<file path="src/rtl/udp_ram_stream_reader.sv">
// Read-side streamer for the UDP/OSD packet RAM: fetches len bytes from base_addr
// through the RAM's registered read path and emits them as a valid/ready byte stream.
module udp_ram_stream_reader #(
    parameter int ADDR_WIDTH = 11,
    parameter int DATA_WIDTH = 8,
    parameter int FIFO_DEPTH = 4
) (
    input  logic                  rd_clk,
    input  logic                  rd_rst_n,
    input  logic                  start,
    input  logic [ADDR_WIDTH-1:0] base_addr,
    input  logic [ADDR_WIDTH:0]   len,
    output logic                  busy,
    output logic                  done,
    output logic [ADDR_WIDTH-1:0] ram_rd_addr,
    input  logic [DATA_WIDTH-1:0] ram_rd_data,
    output logic [DATA_WIDTH-1:0] m_data,
    output logic                  m_valid,
    output logic                  m_last,
    input  logic                  m_ready
);

    localparam int PW = $clog2(FIFO_DEPTH);
    localparam int CW = PW + 2;
    localparam logic [ADDR_WIDTH:0] ONE_L   = 1;
    localparam logic [PW-1:0]       ONE_P   = 1;
    localparam logic [CW-1:0]       ONE_C   = 1;
    localparam logic [CW-1:0]       DEPTH_C = CW'(FIFO_DEPTH);

    typedef enum logic [1:0] {IDLE, RUN, DONE} state_t;

    state_t                state;
    logic [ADDR_WIDTH-1:0] base_r;
    logic [ADDR_WIDTH:0]   len_r;
    logic [ADDR_WIDTH:0]   issued;
    logic [ADDR_WIDTH:0]   popped;
    logic                  vld_p0, vld_p1, vld_p2;
    logic [DATA_WIDTH-1:0] fifo_mem [FIFO_DEPTH];
    logic [PW-1:0]         wr_ptr, rd_ptr;
    logic [CW-1:0]         fifo_count;
    logic [CW-1:0]         credit_used;
    logic                  issue, push, pop;

    assign m_valid = (fifo_count != '0);
    assign m_data  = m_valid ? fifo_mem[rd_ptr] : '0;
    assign m_last  = m_valid && (popped == len_r - ONE_L);
    assign pop     = m_valid && m_ready;
    assign push    = vld_p2;

    // A credit is held from issue until the byte leaves the FIFO; a pop this cycle
    // releases its credit early so a continuous stream has no bubbles.
    assign credit_used = fifo_count
                       + {{(CW-1){1'b0}}, vld_p0}
                       + {{(CW-1){1'b0}}, vld_p1}
                       + {{(CW-1){1'b0}}, vld_p2}
                       - {{(CW-1){1'b0}}, pop};
    assign issue = (state == RUN) && (issued < len_r) && (credit_used < DEPTH_C);

    always_ff @(posedge rd_clk) begin
        if (push) fifo_mem[wr_ptr] <= ram_rd_data;
    end

    always_ff @(posedge rd_clk) begin
        if (!rd_rst_n) begin
            state       <= IDLE;
            busy        <= 1'b0;
            done        <= 1'b0;
            ram_rd_addr <= '0;
            issued      <= '0;
            popped      <= '0;
            vld_p0      <= 1'b0;
            vld_p1      <= 1'b0;
            vld_p2      <= 1'b0;
            wr_ptr      <= '0;
            rd_ptr      <= '0;
            fifo_count  <= '0;
        end else begin
            // p0: address register, p1: RAM address register, p2: RAM output register
            vld_p0 <= issue;
            vld_p1 <= vld_p0;
            vld_p2 <= vld_p1;

            if (issue) begin
                ram_rd_addr <= base_r + issued[ADDR_WIDTH-1:0];
                issued      <= issued + ONE_L;
            end
            if (push) wr_ptr <= wr_ptr + ONE_P;
            if (pop) begin
                rd_ptr <= rd_ptr + ONE_P;
                popped <= popped + ONE_L;
            end
            fifo_count <= fifo_count + (push ? ONE_C : '0) - (pop ? ONE_C : '0);

            done <= 1'b0;
            case (state)
                IDLE: begin
                    if (start) begin
                        issued <= '0;
                        popped <= '0;
                        busy   <= 1'b1;
                        if (len == '0) begin
                            state <= DONE;
                            done  <= 1'b1;
                        end else begin
                            state <= RUN;
                        end
                    end
                end
                RUN: begin
                    if (pop && m_last) begin
                        state <= DONE;
                        done  <= 1'b1;
                    end
                end
                DONE: begin
                    state <= IDLE;
                    busy  <= 1'b0;
                end
                default: begin
                    state <= IDLE;
                    busy  <= 1'b0;
                end
            endcase
        end
    end

    // Command operands are datapath registers and need no reset.
    always_ff @(posedge rd_clk) begin
        if (state == IDLE && start) begin
            base_r <= base_addr;
            len_r  <= len;
        end
    end

    always_ff @(posedge rd_clk) begin
        if (rd_rst_n && push && !pop)
            assert (fifo_count < DEPTH_C) else $error("udp_ram_stream_reader: fifo overflow");
    end

endmodule

</file>
<file path="config.mk">
export PLATFORM = sky130hd
export DESIGN_NAME = udp_ram_stream_reader
export DESIGN_NICKNAME = d
export VERILOG_FILES = /design/src/rtl/udp_ram_stream_reader.sv
export SDC_FILE = /design/constraint.sdc
export NUM_CORES = 1
export LEC_CHECK = 0
export ABC_AREA = 0
export BUFFER_PORTS_ARGS = -buffer_cell sky130_fd_sc_hd__buf_2
export CAP_MARGIN = 5
export CORE_ASPECT_RATIO = 0.7
export CORE_MARGIN = 2
export CORE_UTILIZATION = 50
export DETAILED_ROUTE_END_ITERATION = 10
export PLACE_DENSITY = 0.68
export REMOVE_ABC_BUFFERS = 1
export SYNTH_ARGS = -nofsm -noshare
export SYNTH_HDL_FRONTEND = slang
export SYNTH_SLANG_ARGS = --single-unit
</file>
<file path="constraint.sdc">
create_clock -name rd_clk -period 9.8 [get_ports rd_clk]
set_input_delay 1.96 -clock rd_clk [delete_from_list [all_inputs] [get_ports rd_clk]]
set_output_delay 1.96 -clock rd_clk [all_outputs]
set_load 0.005 [all_outputs]
</file>
==> metrics.md <==
| Metric | Value |
|---|---|
| Status | `finished, final reports clean` |
| Critical path class | `flip-flop to primary output` |
| Reg area | `0.00269 mm2` |
| Synthesized cell area | `about 0.0054 mm2` |
| Tightest Hold Check Type | `flip-flop to flip-flop` |
| Final Cycle Share | `47.7%` |
| RSZ-0062 raised after global routing | `false` |
| Post-Place Cells | `between 600 and 700` |
| Pwr/cell area | `211 mW/mm2` |
| Die Y | `90.8 um` |
| Clk sinks | `107` |
| Fillers | `869` |
| Max Freq | `0.214 GHz` |
| EDFF count, synth | `55` |
| Gpl congestion | `approximately 0.86` |
| R2R setup slack | `5.69 ns` |
| Total Nets Final | `624` |
| Post-route ant nets | `0` |
| Core ar. | `0.0104 mm2` |
| Final TNS setup | `0 ns` |
| Synth Area in Compound Gates | `approximately a tenth` |
| CTS tree | `built` |
| Post-CTS sizing | `0` |
| WP data arrival | `between 2 and 3 ns` |
| Type of origin of the critical path | `flip-flop` |
| Worst-Skew Late Latency | `about 0.36 ns` |
| Die ar. | `0.0116 mm2` |
| Share of layout cells above drive strength 1 | `17.1%` |
| Final cell count without fillers | `688` |
| DRC Markers | `0` |
| Die X | `128 um` |
| H-Tree Depth | `3` |
| Synth Instances | `495` |
| Mean Syn Cell Area | `roughly 11 um2` |
| WL final | `between 10000 and 15000 um` |
| Rel. slew slack | `36.3%` |
| Adder-cell share of the synthesized area | `9.25%` |
| Port Buffers | `57` |
| FFs w/ async S/R, synth | `0%` |
| Worst hold slack | `0.450 ns` |
| Clock buffer depth | `2` |
| Final Skew | `0.0109 ns` |
| Placed standard-cell area | `0.00580 mm2` |
| Vias in the first global route | `around 3700` |
| Fin crit period | `4.68 ns` |
| Worst endpoint required time | `7.84 ns` |
| Post-synthesis simple-gate area fraction | `16.8%` |
| Post-CTS setup buffers | `0` |
| Rows | `31` |
| MaxCap Viol Count | `0` |
| All-Layer GR Usage | `20.2%` |
| Finished Cell Area | `0.00612 mm2` |
| Ys Warns | `0` |
| Detailed Routing Iterations Pass 1 | `5` |
| Initial core utilization | `approximately 52%` |
| Max Slew Vio Count | `0` |
| Hold_buf cts | `0` |
| CP Max Fanout | `6` |
| Fin. Hold Viols | `0` |
| Ports | `58` |
| Mux cell area share after synthesis | `under 10%` |
| LEAKAGE | `2.39 nW` |
| Largest net degree at the start of global routing | `29` |
| P&R area growth vs syn | `13.7%` |
| Num CTS Buffers | `9` |
| Grt ovf | `0` |
| XOR/XNOR Fraction of Synth Area | `6.02%` |
| Top_reg_cell synth | `edfxtp_1` |
| Multi-input gate area | `between 0.002 and 0.003 mm2` |
| Initial DRC Count | `258` |
| Via density | `about 5.6` |
| Post-DP HPWL | `roughly 8300 um` |
| Initial antenna violation count | `0` |
| CTS root buf | `clkbuf_16` |
| First-pass GRT wire length | `18500 um` |
| Final setup fails | `0` |
| Clk pin slew, worst setup/hold paths | `0.08 ns` |
| Least-Margin Pin Slew | `0.956 ns` |
| Seq/Total Area, Yosys | `about half` |
| Critical Path Sink Type | `primary output` |
| Largest family of logic cells by synthesized area | `simple AND/OR/NAND/NOR gates` |
| Flops & latches, synth | `107` |
| Vias | `3886` |
| Yosys cell types | `58` |
| Routed len/inst | `16.5 um` |
| Worst VDD drop | `between 0.1 and 0.15 mV` |
| Ant. Diodes | `0` |
-- layout make-up --
type / count / area share (%)
clock buffers: 9 / 3.68
clock inverters: 7 / 1.66
inverters: 32 / 1.96
multi-input cells: 341 / 41.0
flip-flops and latches: 107 / 44.0
well taps: 132 / 2.70
repair buffers: 60 / 5.03
-- critical path: stages (launching register included) --
cell	delay, ns
edfxtp_1	0.54
inv_1	0.11
ha_1	0.26
and2_1	0.19
nor4b_1	0.25
a31oi_1	0.08
or4_1	0.55
a211oi_1	0.22
buf_2	0.17
-- synthesized netlist by cell type (4+ instances only) --
| master | instances | share of area (%) |
|---|---|---|
| nor3_1 | 7 | 0.65 |
| nand3_1 | 10 | 0.93 |
| and3_1 | 6 | 0.70 |
| mux4_2 | 8 | 3.3 |
| or4_1 | 4 | 0.56 |
| nand4_1 | 11 | 1.3 |
| xnor2_1 | 23 | 3.7 |
| edfxtp_1 | 55 | 31 |
| ha_1 | 35 | 8.1 |
| dfxtp_1 | 52 | 19 |
| nand2b_1 | 4 | 0.46 |
| a21o_1 | 8 | 1.1 |
| clkbuf_1 | 12 | 0.84 |
| xor2_1 | 14 | 2.3 |
| o21ai_0 | 11 | 1.0 |
| nor2_1 | 41 | 2.9 |
| mux2i_1 | 5 | 0.93 |
| nand2_1 | 32 | 2.2 |
| a211oi_1 | 5 | 0.70 |
| or3_1 | 13 | 1.5 |
| inv_1 | 32 | 2.2 |
| a21oi_1 | 24 | 2.2 |
| nor4_1 | 8 | 0.93 |
| and2_1 | 18 | 2.1 |
| o21ai_1 | 9 | 0.84 |
-- state kept, by name (all words and copies together) (netlist names), 2 cells and up, named ones only --
name and flops:
fifo_count 4, wr_ptr 2, state 2, fifo_mem 32
issued 12, ram_rd_addr 11, rd_ptr 2, popped 12
len_r 12, base_r 11
-- metal layers --
layer | track usage (%) | wire [um] | vias to the layer above
met4 | 4.67 | 63 | 0
met1 | 30.0 | 5690 | 1853
met3 | 5.33 | 627 | 8
met2 | 29.5 | 4950 | 111
li1 | - | - | 1914
met5 | 0 | 0 | -
-- cells by family (layout without fill, tap and decap cells) --
| kind of cell | count (synthesis) | in the layout |
|---|---|---|
| and+or+nand+nor | 169 | 169 |
| DFF | 107 | 107 |
| AOI/OAI and AO/OA | 83 | 83 |
| buffers and inverters | 47 | 108 |
| adders and majority gates | 38 | 38 |
| xor gates and xnor gates | 37 | 37 |
| muxes | 14 | 14 |
-- final timing paths --
kind / from / depth (start not counted) / to
max: len_r[0] / 8 / m_last
min: ram_rd_addr[5] / 2 / ram_rd_addr[5]
max reg2reg: fifo_count[2] / 15 / issued[6]
min reg2reg: ram_rd_addr[5] / 2 / ram_rd_addr[5]
-- report_power, final --
part | internal [W] | switching (W) | total [W]
clock | 0.000189 | 0.000192 | 0.000380
sequential | 0.000516 | 0.0000403 | 0.000557
combinational | 0.000165 | 0.000187 | 0.000352
-- through the flow --
| stage | utilization, % | total power (W) | worst slack, ns |
|---|---|---|---|
| after floorplan | - | 0.000802 | 4.95 |
| after global placement | 55.8 | 0.000909 | 4.94 |
| after detailed placement | 55.8 | 0.000923 | 4.78 |
| after CTS | 58.9 | 0.00130 | 5.13 |
| after global routing | 58.9 | 0.00137 | 4.91 |
| final | 58.9 | 0.00129 | 5.12 |
-- placed cells by master, fill, tap and decap left out, types with 4 or more instances in the layout --
master	n
and3_1	6
clkbuf_16	9
inv_1	32
xnor2_1	23
o21ai_1	9
nand3_1	10
mux2i_1	5
buf_2	57
ha_1	35
or3_1	13
xor2_1	14
mux4_2	8
a21o_1	8
nand2_1	32
a21oi_1	24
o21ai_0	11
nor4_1	8
nand2b_1	4
and2_1	18
or4_1	4
nor2_1	41
nand4_1	11
dfxtp_1	52
edfxtp_1	55
a211oi_1	5
nor3_1	7
Note: power is estimated with default switching activity, not from simulation.
